**src/rtl/matrix_mac_sequencer_pkg.sv**
```systemverilog
// -----------------------------------------------------------------------------
// matrix_mac_pkg
//   Shared definitions for the matrix MAC sequencer slice: the sequencer state
//   encoding, default dimension/address widths and the width of the optional
//   performance counters.
//   No ports (package).
// -----------------------------------------------------------------------------
package matrix_mac_pkg;

   localparam int DATA_WIDTH_DEF = 8;
   localparam int DIM_WIDTH_DEF  = 4;
   localparam int ADDR_WIDTH_DEF = 8;
   localparam int PERF_WIDTH     = 16;

   typedef enum logic [2:0] {
      S_IDLE  = 3'd0,
      S_CLEAR = 3'd1,
      S_MAC   = 3'd2,
      S_DRAIN = 3'd3,
      S_WRITE = 3'd4,
      S_DONE  = 3'd5
   } seq_state_e;

endpackage

```
**src/rtl/matrix_mac_sequencer_if.sv**
```systemverilog
// -----------------------------------------------------------------------------
// matrix_mac_sequencer_if
//   Bundles the sequencer's host, operand-read, MAC-control and result-write
//   signals.
//   Host side     : start, cfg_m, cfg_n, cfg_k -> sequencer; busy, done, err <-
//   Operand reads : rd_en, a_addr, b_addr (read data returns the next cycle)
//   MAC control   : mac_enable, mac_clear
//   Result write  : wr_en, wr_addr -> sink; wr_ready <- sink
//   Modports: master = sequencer, slave = surrounding system.
//
//   Write handshake: wr_en is a valid. Once raised, wr_en and wr_addr stay
//   constant until a cycle in which wr_ready is also high; that cycle is the
//   transfer. wr_ready may stay low indefinitely.
// -----------------------------------------------------------------------------
interface matrix_mac_sequencer_if
   import matrix_mac_pkg::*;
#(
   parameter int DIM_WIDTH  = DIM_WIDTH_DEF,
   parameter int ADDR_WIDTH = ADDR_WIDTH_DEF
);
   logic                  start;
   logic [DIM_WIDTH-1:0]  cfg_m;
   logic [DIM_WIDTH-1:0]  cfg_n;
   logic [DIM_WIDTH-1:0]  cfg_k;
   logic                  busy;
   logic                  done;
   logic                  err;
   logic                  rd_en;
   logic [ADDR_WIDTH-1:0] a_addr;
   logic [ADDR_WIDTH-1:0] b_addr;
   logic                  mac_enable;
   logic                  mac_clear;
   logic                  wr_en;
   logic [ADDR_WIDTH-1:0] wr_addr;
   logic                  wr_ready;

   modport master (
      input  start, cfg_m, cfg_n, cfg_k, wr_ready,
      output busy, done, err, rd_en, a_addr, b_addr,
             mac_enable, mac_clear, wr_en, wr_addr
   );

   modport slave (
      output start, cfg_m, cfg_n, cfg_k, wr_ready,
      input  busy, done, err, rd_en, a_addr, b_addr,
             mac_enable, mac_clear, wr_en, wr_addr
   );
endinterface

```
**src/rtl/matrix_mac_sequencer_addr_gen.sv**
```systemverilog
// -----------------------------------------------------------------------------
// matrix_mac_addr_gen
//   Owns the i/j/k loop counters and produces the operand and result
//   addresses purely with adders:
//     a_addr  = i*K + k   (row base advances by K per row, +1 per k)
//     b_addr  = k*N + j   (starts at j, advances by N per k)
//     wr_addr = i*N + j   (+1 per finished element)
//   All address arithmetic wraps modulo 2^ADDR_WIDTH.
//   Ports:
//     clk_i, rst_ni            clock, async active-low reset
//     init_i                   restart all counters at element (0,0)
//     step_k_i                 advance k within the current element
//     step_elem_i              move to the next output element
//     dim_m_i/dim_n_i/dim_k_i  latched job dimensions (all non-zero when used)
//     a_addr_o/b_addr_o        operand addresses for the current k
//     wr_addr_o                result address of the current element
//     last_k_o                 current k is K-1
//     last_elem_o              current element is (M-1, N-1)
// -----------------------------------------------------------------------------
module matrix_mac_addr_gen
   import matrix_mac_pkg::*;
#(
   parameter int DIM_WIDTH  = DIM_WIDTH_DEF,
   parameter int ADDR_WIDTH = ADDR_WIDTH_DEF
) (
   input  logic                  clk_i,
   input  logic                  rst_ni,
   input  logic                  init_i,
   input  logic                  step_k_i,
   input  logic                  step_elem_i,
   input  logic [DIM_WIDTH-1:0]  dim_m_i,
   input  logic [DIM_WIDTH-1:0]  dim_n_i,
   input  logic [DIM_WIDTH-1:0]  dim_k_i,
   output logic [ADDR_WIDTH-1:0] a_addr_o,
   output logic [ADDR_WIDTH-1:0] b_addr_o,
   output logic [ADDR_WIDTH-1:0] wr_addr_o,
   output logic                  last_k_o,
   output logic                  last_elem_o
);

   logic [DIM_WIDTH-1:0]  i_q, j_q, k_q;
   logic [ADDR_WIDTH-1:0] a_base_q, a_addr_q, b_addr_q, wr_addr_q;

   logic                  last_i, last_j;
   logic [ADDR_WIDTH-1:0] n_ext, k_ext, j_next_ext;

   assign n_ext      = ADDR_WIDTH'(dim_n_i);
   assign k_ext      = ADDR_WIDTH'(dim_k_i);
   assign j_next_ext = ADDR_WIDTH'(j_q + DIM_WIDTH'(1));

   assign last_i      = (i_q == dim_m_i - DIM_WIDTH'(1));
   assign last_j      = (j_q == dim_n_i - DIM_WIDTH'(1));
   assign last_k_o    = (k_q == dim_k_i - DIM_WIDTH'(1));
   assign last_elem_o = last_i && last_j;

   assign a_addr_o  = a_addr_q;
   assign b_addr_o  = b_addr_q;
   assign wr_addr_o = wr_addr_q;

   always_ff @(posedge clk_i or negedge rst_ni) begin
      if (!rst_ni) begin
         i_q       <= '0;
         j_q       <= '0;
         k_q       <= '0;
         a_base_q  <= '0;
         a_addr_q  <= '0;
         b_addr_q  <= '0;
         wr_addr_q <= '0;
      end else if (init_i) begin
         i_q       <= '0;
         j_q       <= '0;
         k_q       <= '0;
         a_base_q  <= '0;
         a_addr_q  <= '0;
         b_addr_q  <= '0;
         wr_addr_q <= '0;
      end else if (step_k_i) begin
         // a/b run past the element end here; step_elem reloads them.
         k_q      <= last_k_o ? '0 : k_q + DIM_WIDTH'(1);
         a_addr_q <= a_addr_q + ADDR_WIDTH'(1);
         b_addr_q <= b_addr_q + n_ext;
      end else if (step_elem_i) begin
         k_q       <= '0;
         wr_addr_q <= wr_addr_q + ADDR_WIDTH'(1);
         if (last_j) begin
            // Next row: A row base moves by K, B restarts at column 0.
            j_q      <= '0;
            i_q      <= i_q + DIM_WIDTH'(1);
            a_base_q <= a_base_q + k_ext;
            a_addr_q <= a_base_q + k_ext;
            b_addr_q <= '0;
         end else begin
            j_q      <= j_q + DIM_WIDTH'(1);
            a_addr_q <= a_base_q;
            b_addr_q <= j_next_ext;
         end
      end
   end

endmodule

```
**src/rtl/matrix_mac_sequencer.sv**
```systemverilog
// -----------------------------------------------------------------------------
// matrix_mac_sequencer
//   Drives one MAC unit to compute C = A x B (A is MxK, B is KxN, both
//   row-major). For each output element: one clear cycle, K operand reads,
//   a drain of MAC_LATENCY+1 cycles, then a handshaked result write.
//   Ports:
//     clock, reset      clock, asynchronous active-low reset
//     bus (master)      start/cfg/busy/done/err, rd_en/a_addr/b_addr,
//                       mac_enable/mac_clear, wr_en/wr_addr/wr_ready
//     dbg_state_o       current sequencer state (matrix_mac_pkg encoding)
//   Optional feature (define MATRIX_MAC_SEQ_PERF_EN):
//     perf_cycles       busy cycles of the last/current job, saturating
//     perf_stalls       WRITE cycles with wr_ready low, saturating
// -----------------------------------------------------------------------------
module matrix_mac_sequencer
   import matrix_mac_pkg::*;
#(
   parameter int DATA_WIDTH  = DATA_WIDTH_DEF,
   parameter int DIM_WIDTH   = DIM_WIDTH_DEF,
   parameter int ADDR_WIDTH  = ADDR_WIDTH_DEF,
   parameter int MAC_LATENCY = 1
) (
   input  logic                  clock,
   input  logic                  reset,
   matrix_mac_sequencer_if.master bus,
   output logic [2:0]            dbg_state_o
`ifdef MATRIX_MAC_SEQ_PERF_EN
   ,
   output logic [PERF_WIDTH-1:0] perf_cycles,
   output logic [PERF_WIDTH-1:0] perf_stalls
`endif
);

   localparam logic [2:0] ST_IDLE  = S_IDLE;
   localparam logic [2:0] ST_CLEAR = S_CLEAR;
   localparam logic [2:0] ST_MAC   = S_MAC;
   localparam logic [2:0] ST_DRAIN = S_DRAIN;
   localparam logic [2:0] ST_WRITE = S_WRITE;
   localparam logic [2:0] ST_DONE  = S_DONE;

   // Drain covers MAC_LATENCY plus the one-cycle read-data delay.
   localparam int                  DRAIN_W    = $clog2(MAC_LATENCY + 2);
   localparam logic [DRAIN_W-1:0]  DRAIN_LAST = DRAIN_W'(MAC_LATENCY);

   // The operand width only matters to the MAC unit this block drives.
   if (DATA_WIDTH < 1) begin : g_bad_data_width
      $error("matrix_mac_sequencer: DATA_WIDTH must be at least 1");
   end

   logic [2:0]           state_q, state_d;
   logic [DIM_WIDTH-1:0] cfg_m_q, cfg_m_d;
   logic [DIM_WIDTH-1:0] cfg_n_q, cfg_n_d;
   logic [DIM_WIDTH-1:0] cfg_k_q, cfg_k_d;
   logic                 err_q, err_d;
   logic [DRAIN_W-1:0]   drain_q, drain_d;
   logic                 mac_enable_q;

   logic ag_init, ag_step_k, ag_step_elem;
   logic ag_last_k, ag_last_elem;
   logic accept, zero_dim;

   assign accept   = (state_q == ST_IDLE) && bus.start;
   assign zero_dim = (bus.cfg_m == '0) || (bus.cfg_n == '0) || (bus.cfg_k == '0);

   always_comb begin
      state_d      = state_q;
      cfg_m_d      = cfg_m_q;
      cfg_n_d      = cfg_n_q;
      cfg_k_d      = cfg_k_q;
      err_d        = err_q;
      drain_d      = '0;
      ag_init      = 1'b0;
      ag_step_k    = 1'b0;
      ag_step_elem = 1'b0;
      case (state_q)
         ST_IDLE: begin
            if (bus.start) begin
               cfg_m_d = bus.cfg_m;
               cfg_n_d = bus.cfg_n;
               cfg_k_d = bus.cfg_k;
               ag_init = 1'b1;
               err_d   = zero_dim;
               state_d = zero_dim ? ST_DONE : ST_CLEAR;
            end
         end
         ST_CLEAR: state_d = ST_MAC;
         ST_MAC: begin
            ag_step_k = 1'b1;
            if (ag_last_k) state_d = ST_DRAIN;
         end
         ST_DRAIN: begin
            if (drain_q == DRAIN_LAST) state_d = ST_WRITE;
            else                       drain_d = drain_q + DRAIN_W'(1);
         end
         ST_WRITE: begin
            if (bus.wr_ready) begin
               ag_step_elem = 1'b1;
               state_d      = ag_last_elem ? ST_DONE : ST_CLEAR;
            end
         end
         ST_DONE: state_d = ST_IDLE;
         default: state_d = ST_IDLE;
      endcase
   end

   always_ff @(posedge clock or negedge reset) begin
      if (!reset) begin
         state_q      <= ST_IDLE;
         cfg_m_q      <= '0;
         cfg_n_q      <= '0;
         cfg_k_q      <= '0;
         err_q        <= 1'b0;
         drain_q      <= '0;
         mac_enable_q <= 1'b0;
      end else begin
         state_q      <= state_d;
         cfg_m_q      <= cfg_m_d;
         cfg_n_q      <= cfg_n_d;
         cfg_k_q      <= cfg_k_d;
         err_q        <= err_d;
         drain_q      <= drain_d;
         // Read data returns one cycle after rd_en; enable tracks it.
         mac_enable_q <= (state_q == ST_MAC);
      end
   end

   matrix_mac_addr_gen #(
      .DIM_WIDTH  (DIM_WIDTH),
      .ADDR_WIDTH (ADDR_WIDTH)
   ) u_addr_gen (
      .clk_i       (clock),
      .rst_ni      (reset),
      .init_i      (ag_init),
      .step_k_i    (ag_step_k),
      .step_elem_i (ag_step_elem),
      .dim_m_i     (cfg_m_q),
      .dim_n_i     (cfg_n_q),
      .dim_k_i     (cfg_k_q),
      .a_addr_o    (bus.a_addr),
      .b_addr_o    (bus.b_addr),
      .wr_addr_o   (bus.wr_addr),
      .last_k_o    (ag_last_k),
      .last_elem_o (ag_last_elem)
   );

   assign bus.rd_en      = (state_q == ST_MAC);
   assign bus.mac_clear  = (state_q == ST_CLEAR);
   assign bus.mac_enable = mac_enable_q;
   assign bus.wr_en      = (state_q == ST_WRITE);
   assign bus.busy       = (state_q != ST_IDLE);
   assign bus.done       = (state_q == ST_DONE);
   assign bus.err        = err_q;
   assign dbg_state_o    = state_q;

`ifdef MATRIX_MAC_SEQ_PERF_EN
   logic [PERF_WIDTH-1:0] perf_cycles_q, perf_stalls_q;

   always_ff @(posedge clock or negedge reset) begin
      if (!reset) begin
         perf_cycles_q <= '0;
         perf_stalls_q <= '0;
      end else if (accept) begin
         perf_cycles_q <= '0;
         perf_stalls_q <= '0;
      end else begin
         if ((state_q != ST_IDLE) && (perf_cycles_q != '1))
            perf_cycles_q <= perf_cycles_q + PERF_WIDTH'(1);
         if ((state_q == ST_WRITE) && !bus.wr_ready && (perf_stalls_q != '1))
            perf_stalls_q <= perf_stalls_q + PERF_WIDTH'(1);
      end
   end

   assign perf_cycles = perf_cycles_q;
   assign perf_stalls = perf_stalls_q;
`else
   // accept only feeds the performance counters.
   logic unused_accept;
   assign unused_accept = accept;
`endif

endmodule

```
**src/flat_wrapper.sv**
```systemverilog
// flat-port wrapper written by rule: the top's interface ports become plain ports
module matrix_mac_sequencer_flat import matrix_mac_pkg::*;
#(
   parameter int DATA_WIDTH  = DATA_WIDTH_DEF,
   parameter int DIM_WIDTH   = DIM_WIDTH_DEF,
   parameter int ADDR_WIDTH  = ADDR_WIDTH_DEF,
   parameter int MAC_LATENCY = 1
)
  (clock, reset, dbg_state_o, bus_start, bus_cfg_m, bus_cfg_n, bus_cfg_k, bus_wr_ready, bus_busy, bus_done, bus_err, bus_rd_en, bus_a_addr, bus_b_addr, bus_mac_enable, bus_mac_clear, bus_wr_en, bus_wr_addr);
  matrix_mac_sequencer_if #(.DIM_WIDTH(DIM_WIDTH), .ADDR_WIDTH(ADDR_WIDTH)) bus_i ();
  input  logic clock;
  input  logic reset;
  output logic [2:0] dbg_state_o;
  input wire logic [$bits(bus_i.start)-1:0] bus_start;
  input wire logic [$bits(bus_i.cfg_m)-1:0] bus_cfg_m;
  input wire logic [$bits(bus_i.cfg_n)-1:0] bus_cfg_n;
  input wire logic [$bits(bus_i.cfg_k)-1:0] bus_cfg_k;
  input wire logic [$bits(bus_i.wr_ready)-1:0] bus_wr_ready;
  output wire logic [$bits(bus_i.busy)-1:0] bus_busy;
  output wire logic [$bits(bus_i.done)-1:0] bus_done;
  output wire logic [$bits(bus_i.err)-1:0] bus_err;
  output wire logic [$bits(bus_i.rd_en)-1:0] bus_rd_en;
  output wire logic [$bits(bus_i.a_addr)-1:0] bus_a_addr;
  output wire logic [$bits(bus_i.b_addr)-1:0] bus_b_addr;
  output wire logic [$bits(bus_i.mac_enable)-1:0] bus_mac_enable;
  output wire logic [$bits(bus_i.mac_clear)-1:0] bus_mac_clear;
  output wire logic [$bits(bus_i.wr_en)-1:0] bus_wr_en;
  output wire logic [$bits(bus_i.wr_addr)-1:0] bus_wr_addr;
  assign bus_i.start = bus_start;
  assign bus_i.cfg_m = bus_cfg_m;
  assign bus_i.cfg_n = bus_cfg_n;
  assign bus_i.cfg_k = bus_cfg_k;
  assign bus_i.wr_ready = bus_wr_ready;
  assign bus_busy = bus_i.busy;
  assign bus_done = bus_i.done;
  assign bus_err = bus_i.err;
  assign bus_rd_en = bus_i.rd_en;
  assign bus_a_addr = bus_i.a_addr;
  assign bus_b_addr = bus_i.b_addr;
  assign bus_mac_enable = bus_i.mac_enable;
  assign bus_mac_clear = bus_i.mac_clear;
  assign bus_wr_en = bus_i.wr_en;
  assign bus_wr_addr = bus_i.wr_addr;
  matrix_mac_sequencer #(.DATA_WIDTH(DATA_WIDTH), .DIM_WIDTH(DIM_WIDTH), .ADDR_WIDTH(ADDR_WIDTH), .MAC_LATENCY(MAC_LATENCY)) u_core (.clock(clock), .reset(reset), .bus(bus_i), .dbg_state_o(dbg_state_o));
endmodule
```
**config.mk**
```make
export PLATFORM = sky130hd
export DESIGN_NAME = matrix_mac_sequencer_flat
export DESIGN_NICKNAME = d
export VERILOG_FILES = /design/src/rtl/matrix_mac_sequencer_pkg.sv /design/src/rtl/matrix_mac_sequencer_if.sv /design/src/rtl/matrix_mac_sequencer_addr_gen.sv /design/src/rtl/matrix_mac_sequencer.sv /design/src/flat_wrapper.sv
export SDC_FILE = /design/constraint.sdc
export NUM_CORES = 1
export LEC_CHECK = 0
export CORE_ASPECT_RATIO = 1.75
export CORE_MARGIN = 2
export CORE_UTILIZATION = 55
export CTS_BUF_LIST = sky130_fd_sc_hd__clkbuf_4 sky130_fd_sc_hd__clkbuf_8 sky130_fd_sc_hd__clkbuf_16
export DETAILED_ROUTE_END_ITERATION = 10
export MAX_ROUTING_LAYER = met4
export PLACE_DENSITY = 0.91
export SYNTH_ARGS = -nofsm -noshare
export SYNTH_HDL_FRONTEND = slang
export SYNTH_SLANG_ARGS = --single-unit
```
**constraint.sdc**
```tcl
create_clock -name clock -period 2.4 [get_ports clock]
set_clock_uncertainty 0.2 [all_clocks]
set_input_delay 0.72 -clock clock [delete_from_list [all_inputs] [get_ports clock]]
set_output_delay 0.72 -clock clock [all_outputs]
set_load 0.05 [all_outputs]
```
After elaboration in Yosys (flattened, before gate mapping)
Cells that the tools add are included.

Bits in latches: 0. Memory bits (read-only): 0. Flip-flop bits (word level): 63. Memories: 0. Word-level logic and storage cells: 94. Input bits: 16. Output and inout port bits: 34. Bits in writable memories: 0.

Divide/modulo/power cells: 0. Reduce and logical (&&, ||, !) cells: 15. $add $sub $neg: 12. Multiplexer cells: 39. Bitwise operators: 0. $lt $le $gt $ge: 0. Shifts and indexed selects: 0. Equality and inequality tests: 14. Multipliers: 0.

Operators by type and width (number): $mux 8 (13); $mux 4 (12); $mux 3 (6); $add 8x1->8 const B (2); $add 8x4->8 (2); $pmux 3 s5 (1); $add 4x1->4 const B (3); $eq 4x4->1 (3); $logic_not 4->1 (3); $sub 4x1->4 const B (3); $eq 3x2->1 const B (2); $eq 3x3->1 const B (2); $ne 2x1->1 const B (3); $reduce_bool 3->1 (2); $add 4x1->5 const B (1); $mux 1 (5); $mux 2 (2); $ne 2x2->1 const B (2); $reduce_and 2->1 (2); $reduce_and 4->1 (1); $reduce_bool 2->1 (2); $eq 3x1->1 const B (1); $logic_not 3->1 (1); $reduce_and 3->1 (1); other kinds (4) (5).

Depth between registers and ports, before layout
Gate-level depths: netlist of run 1.

Depth after elaboration: 6. Mapped depth: 8. Depth with buffers taken out: 7.

Hierarchy
A second synthesis of run 1 with hierarchy kept.

Cell total of the unflattened synthesis: 377. Area, all modules: 3741.1 sq um.

Modules (own cells, without submodules): matrix_mac_addr_gen (area each 2862.7 sq um, instances 1, cells each 314); matrix_mac_sequencer (area each 878.3 sq um, instances 1, cells each 63).

Worst setup path before layout of run 1
No wires, ideal clock.

Kind: reg-to-output. Start: register u_core.state_q[0] (netlist: u_core.dbg_state_o[0]). End: output port bus_mac_clear. Path slack: -721 ps. Arrival time: 2201 ps. Stages on the path, launching flop included: 4. Required time: 1480 ps. Path buffers: 1. Cell sequence: dfrtp_1 > clkbuf_1 > inv_1 > nor3_1.

Longest elaborated chain between the ends: 1.

RTL lines: from (decl) (RTL line matrix_mac_sequencer.sv:50) `logic [2:0] state_q, state_d;`; from (signal assigned) (RTL line matrix_mac_sequencer.sv:116) `state_q <= state_d;`; $eq 3x1->1 (RTL line matrix_mac_sequencer.sv:147) `assign bus.mac_clear = (state_q == ST_CLEAR);`; to (decl) (RTL line flat_wrapper.sv:26) `output wire logic [$bits(bus_i.mac_clear)-1:0] bus_mac_clear;`.

No other way between the ends.

Worst setup path after layout of run 1
Start: register u_core.state_q[1] (netlist: u_core.dbg_state_o[1]). End: output port bus_wr_en.

Longest elaborated chain between the ends: 1.

RTL lines: $eq 3x3->1 (RTL line matrix_mac_sequencer.sv:149) `assign bus.wr_en = (state_q == ST_WRITE);`; to (decl) (RTL line flat_wrapper.sv:27) `output wire logic [$bits(bus_i.wr_en)-1:0] bus_wr_en;`.

No other way between the ends.

==> results.md, run 1 <==
* Crit. End Element: output port
* F_max at 423.5 MHz
* Critical Path RT at 1.48 ns
* Largest net degree at the start of global routing at 64
* Tot GR Track Use at 0.2916
* H-tree levels at 3
* PortBufs at 49
* Die X at 64.97 um
* Clock latency on the worst-skew pair at 0.36 ns
* Clk slew on worst S/H paths at 0.07 ns
* Total number of vias at 3197
* Leading cell type in the layout, fill and taps excluded: nand2_1
* Die area at 7191 um^2
* Syn Nets at 409
* CTS Buffer Depth at 2
* Pwr Total at 5.385 mW
* Hold WS at 0.1675 ns
* Outcome: finished clean
* Syn Area/Cell at 9.539 um^2
* Clock Sink Count at 63
* Period utilization at 0.9838
* DP HPWL at 6744 um
* Final Instance Area at 4512 um^2
* Diode count at 0
* Register area share after synthesis at 0.4407
* Layout cells sized above 1 at 0.2252
* Hold Vio Cnt, Final at 0
* Die Y at 110.7 um
* Post-DP Area at 4294 um^2
* FF-to-FF Start: u_core.u_addr_gen.a_base_q[1]
* CTS Buf Count at 9
* CTS tree: done
* Measured slew at the worst slew-check pin at 0.5332 ns
* Hold-fix buffers, CTS at 0
* Routed len/inst at 17.37 um
* Final Max Tran Viols at 0
* Leak at 2.201 nW
* Vias per cell at 5.998
* Share of async-settable or async-resettable flops after synthesis at 1.000
* Worst setup startpoint: u_core.dbg_state_o[1]
* Yosys cell types at 51
* Worst slack, placed at -0.03517 ns
* Yosys synthesis warning count at 0
* Cells after synthesis at 375
* Overflow after GRT at 0
* Max Cap Viol at 0
* Core Area at 6228 um^2
* Worst relative slew slack at 0.6408
* Critical Path Start Type: flop
* Area Overhead vs Synth at 26.13%
* Data arrival time of the worst path at 1.44 ns
* Io pins at 50
* Power density cells at 1194 nW/um^2
* Cell Area, Synth at 3577 um^2
* Starting DRT DRC Count at 261
* Final nets at 482
* Root Buffer: clkbuf_8
* RSZ-0062 raised after global routing: false
* Final worst setup slack at 0.03897 ns
* Commonest non-fill, non-tap cells in the layout: 67 x nand2_1, 60 x dfrtp_1, 54 x buf_4
* First-pass GRT wire length at 15750 um
* Initial Utilization at 0.5743
* Finished Layout Cells at 533
* WL final at 9259 um
* Row cnt at 38
* RePlAce Congestion at 0.9036
* Final Setup Violations at 0
* Worst vdd ir at 729.0 uV
* Initial antenna violation count at 0
* Detail Route Antenna Nets at 0
* CP Max Fanout at 4
* Final TNS setup at 0 ns
* Placed cells at 515
* Post-synth EDFFs at 0
* Hold WC Path Type: input port to asynchronous set/reset pin
* Final core utilization at 0.7244
* Pre-antenna DRT Iters at 5
* Ys flop type: dfrtp_1
* Crit path time final at 2.361 ns
* Vias in the first global route at 3300
* Seq cells post-synth at 63
* Detailed-route DRC error count at 0
* CP Class: flop to output port
[worst max-delay path, stage by stage, from the launching register on]
cell,delay [ns]
dfrtp_2,0.42
or3b_4,0.44
clkinvlp_4,0.10
buf_12,0.13
[cells in the mapped netlist, types with 7 or more instances]
cell type	instances	area [um^2]
clkbuf_1	9	33.78
ha_1	16	200.2
nor2_1	19	71.32
o21ai_0	33	165.2
dfrtp_1	63	1577
xor2_1	12	105.1
nand2_1	67	251.5
nand4_1	7	43.79
xnor2_1	16	140.1
a21o_1	12	90.09
nand3_1	11	55.05
inv_1	13	48.80
a21oi_1	12	60.06
nor3_1	10	50.05
[cell families (layout without fill, tap and decap cells)]
family | after synthesis | in the layout | share of synthesized area
compound gates | 88 | 88 | 0.1574
xor+xnor | 31 | 31 | 0.08709
fa+ha+maj | 18 | 18 | 0.06716
buf+inv | 27 | 105 | 0.02973
flops | 63 | 63 | 0.4407
mux | 7 | 7 | 0.02029
simple gates | 141 | 141 | 0.1976
[per-layer routing]
layer,part of all wire,global-route usage,vias to the layer above
met3,0.045,0.05178,32
met2,0.54,0.4777,111
met1,0.37,0.3207,1586
li1,-,-,1468
met4,0.045,0.1816,0
met5,0,-,-
[cell type report]
type                            instances  area [um^2]
Clock buffer                           12        158.9
Clock inverter                          4        20.02
Fill cell                             451         1717
Inverter                               13        52.55
Multi-Input combinational cell        285         1929
Sequential cell                        63         1580
Tap cell                               80        100.1
Timing Repair Buffer                   76        670.6
[power breakdown]
part           internal [mW]  switching (mW)
Combinational           1.12            1.81
Clock                  0.435           0.417
Sequential              1.32           0.282
[state kept, by name (all words and copies together), names as in the netlist, 3 cells and up]
register                     count
u_core.u_addr_gen.a_addr_o       8
u_core.u_addr_gen.a_base_q       8
u_core.u_addr_gen.b_addr_o       8
u_core.u_addr_gen.wr_addr_o      8
u_core.cfg_k_q                   4
u_core.cfg_m_q                   4
u_core.cfg_n_q                   4
u_core.u_addr_gen.i_q            4
u_core.u_addr_gen.j_q            4
u_core.u_addr_gen.k_q            4
u_core.dbg_state_o               3
[path summary, 6_finish.rpt]
kind	end	slack, ns	depth (start not counted)
worst max-delay path	bus_wr_en	0.04	3
worst max register to register	u_core.u_addr_gen.a_addr_o[5]	0.10	6
worst min register to register	u_core.drain_q[0]	0.23	1
max in group asynchronous	u_core.dbg_state_o[0]	1.55	2
min in group clock	u_core.drain_q[0]	0.23	1
worst min-delay path	u_core.cfg_k_q[2]	0.17	2
[timing repair]
| action | CTS | global route |
|---|---|---|
| hold endpoints to repair | 0 | 0 |
| pin swaps | 2 | 2 |
| endpoints found under the setup margin | 4 | 4 |
| buffers inserted | 0 | 2 |
| gates resized for setup | 6 | 3 |
Power figures use the tool's default switching activity.
==> inputs of run 2 (changes only) <==
Settings changed: GPL_TIMING_DRIVEN set to 0.
Clock period 2.4 ns to 2.46 ns, I/O delays scaled along.
==> results.md, run 2 (synthesis results as in run 1) <==
* Root Buffer: clkbuf_8
* Sw Pwr at 2.501 mW (-0.39%)
* Final Setup Violations at 2 (+2)
* Die Y at 110.7 um (unchanged)
* CTS Buffer Depth at 2 (unchanged)
* Finished Layout Cells at 531 (-0.38%)
* Clock latency on the worst-skew pair at 0.36 ns (about the same)
* Post-DP Area at 4204 um^2 (-2.1%)
* Crit. End Element: output port
* Placed cells at 505 (-1.9%)
* Worst vdd ir at 819.8 uV (+12%)
* Layout cells sized above 1 at 0.1552 (-0.06995)
* CTS tree: done
* Failing checks: negative setup slack
* FF-to-FF Start: u_core.cfg_k_q[0]
* Core Area at 6228 um^2 (unchanged)
* Leading cell type in the layout, fill and taps excluded: nand2_1
* Hold path startpoint: u_core.drain_q[0]
* Total number of vias at 3234 (+1.2%)
* Leak at 2.292 nW (+4.1%)
* First-pass GRT wire length at 16020 um (+1.8%)
* Filler cell count at 437 (-3.1%)
* Hold WS at 0.2221 ns (+0.05457 ns)
* Max Cap Viol at 0 (unchanged)
* Hold Vio Cnt, Final at 0 (unchanged)
* Vias per cell at 6.090 (+1.5%)
* Overflow after GRT at 0 (unchanged)
* RSZ-0062 raised after global routing: true
* Pre-antenna DRT Iters at 5 (unchanged)
* Io pins at 50 (unchanged)
* Combinational share of power at 0.516 (-0.029)
* Clock Sink Count at 63 (unchanged)
* Worst slack, placed at -0.7649 ns (-0.7298 ns)
* Hold WC Path Type: flop to flop
* Clk slew on worst S/H paths at 0.06 ns (about the same)
* Routed len/inst at 18.19 um (+4.7%)
* DP HPWL at 6502 um (-3.6%)
* Worst setup startpoint: u_core.dbg_state_o[2]
* Largest net degree at the start of global routing at 35 (-45%)
* Switch share at 0.4509 (-0.01544)
* Reg power frac at 0.283 (-0.014)
* Pwr Total at 5.548 mW (+3.0%)
* Power density cells at 1207 nW/um^2 (+1.2%)
* Critical Path Start Type: flop
* Clk pwr share at 0.201 (+0.043)
* Final Instance Area at 4594 um^2 (+1.8%)
* Worst relative slew slack at 0.4835 (-0.1572)
* Final worst setup slack at -0.07705 ns (-0.1160 ns)
* Initial Utilization at 0.5743 (unchanged)
* Diode count at 0 (unchanged)
* Critical Path RT at 1.52 ns (+0.04 ns)
* Final TNS setup at -0.1460 ns (-0.1460 ns)
* Detailed-route DRC error count at 0 (unchanged)
* Row cnt at 38 (unchanged)
* Crit path time final at 2.537 ns
* Period utilization at 1.031
* Commonest non-fill, non-tap cells in the layout: 67 x nand2_1, 60 x dfrtp_1, 33 x o21ai_0
* H-tree levels at 3 (unchanged)
* WL final at 9659 um (+4.3%)
* Final core utilization at 0.7376 (+0.01326)
* Measured slew at the worst slew-check pin at 0.7747 ns (+0.2415 ns)
* Starting DRT DRC Count at 280 (+7.3%)
* F_max at 394.2 MHz
* CP Class: flop to output port
* Data arrival time of the worst path at 1.60 ns (+0.16 ns)
* Initial antenna violation count at 0 (unchanged)
* Vias in the first global route at 3359 (+1.8%)
* Hold-fix buffers, CTS at 0 (unchanged)
* Int Pwr at 3.046 mW (+6.0%)
* Final Max Tran Viols at 0 (unchanged)
* Outcome: complete, but fails checks
* PortBufs at 49 (unchanged)
* Tot GR Track Use at 0.2998 (+0.008247)
* RePlAce Congestion at 0.8911 (-1.4%)
* Die X at 64.97 um (unchanged)
* Final nets at 480 (-0.41%)
* CP Max Fanout at 10 (+6)
* CTS Buf Count at 9 (unchanged)
* Die area at 7191 um^2 (unchanged)
* Detail Route Antenna Nets at 0 (unchanged)
* Area Overhead vs Synth at 28.44%
## run 2: critical path: stages (launching register included)
cell	delay, ns
dfrtp_2	0.42
buf_6	0.18
or3b_4	0.41
clkinvlp_4	0.09
buf_8	0.13
## run 2: area by class of cell
type | instances | area (um^2) | share of cell area
sequential | 63 | 1580 | 0.3440
inverter | 13 | 55.05 | 0.01198
buffer | 13 | 98.84 | 0.02151
tap | 80 | 100.1 | 0.02179
clock inverter | 2 | 60.06 | 0.01307
clock buffer | 14 | 186.4 | 0.04058
multi-input combinational | 285 | 1952 | 0.4248
timing repair buffer | 61 | 561.8 | 0.1223
## run 2: what timing repair did
| action | CTS | global route |
|---|---|---|
| pin swaps | 1 | 2 |
| setup buffers | 5 | 6 |
| resized for setup | 78 | 13 |
| endpoints found under the setup margin | 45 | 23 |
## run 2: path summary, 6_finish.rpt
path | endpoint | slack (ns) | depth (start not counted)
setup / recovery | bus_wr_en | -0.08 | 4
hold / removal | u_core.drain_q[0] | 0.22 | 1
setup reg to reg | u_core.u_addr_gen.a_base_q[4] | 0.15 | 7
hold reg to reg | u_core.drain_q[0] | 0.22 | 1
max in group asynchronous | u_core.dbg_state_o[0] | 1.15 | 2
min in group asynchronous | u_core.bus.err | 0.25 | 1
## run 2: metal layers
| metal | vias up | wire, um | share of wire | GRT usage |
|---|---|---|---|---|
| met3 | 38 | 461 | 0.048 | 0.06091 |
| met2 | 144 | 5116 | 0.53 | 0.4790 |
| met1 | 1583 | 3622 | 0.37 | 0.3281 |
| met4 | 0 | 459 | 0.048 | 0.2043 |
| met5 | - | 0 | 0 | - |
| li1 | 1469 | - | - | - |
## run 2: power by group through the flow
stage | clock network (mW) | logic [mW] | registers, mW
2_1_floorplan | 0 | 1.51 | 1.87
3_5_place_dp | 0 | 2.59 | 1.58
6_report | 1.11 | 2.86 | 1.57
3_3_place_gp | 0 | 2.48 | 1.56
5_1_grt | 1.17 | 3.08 | 1.61
4_1_cts | 1.12 | 2.70 | 1.56
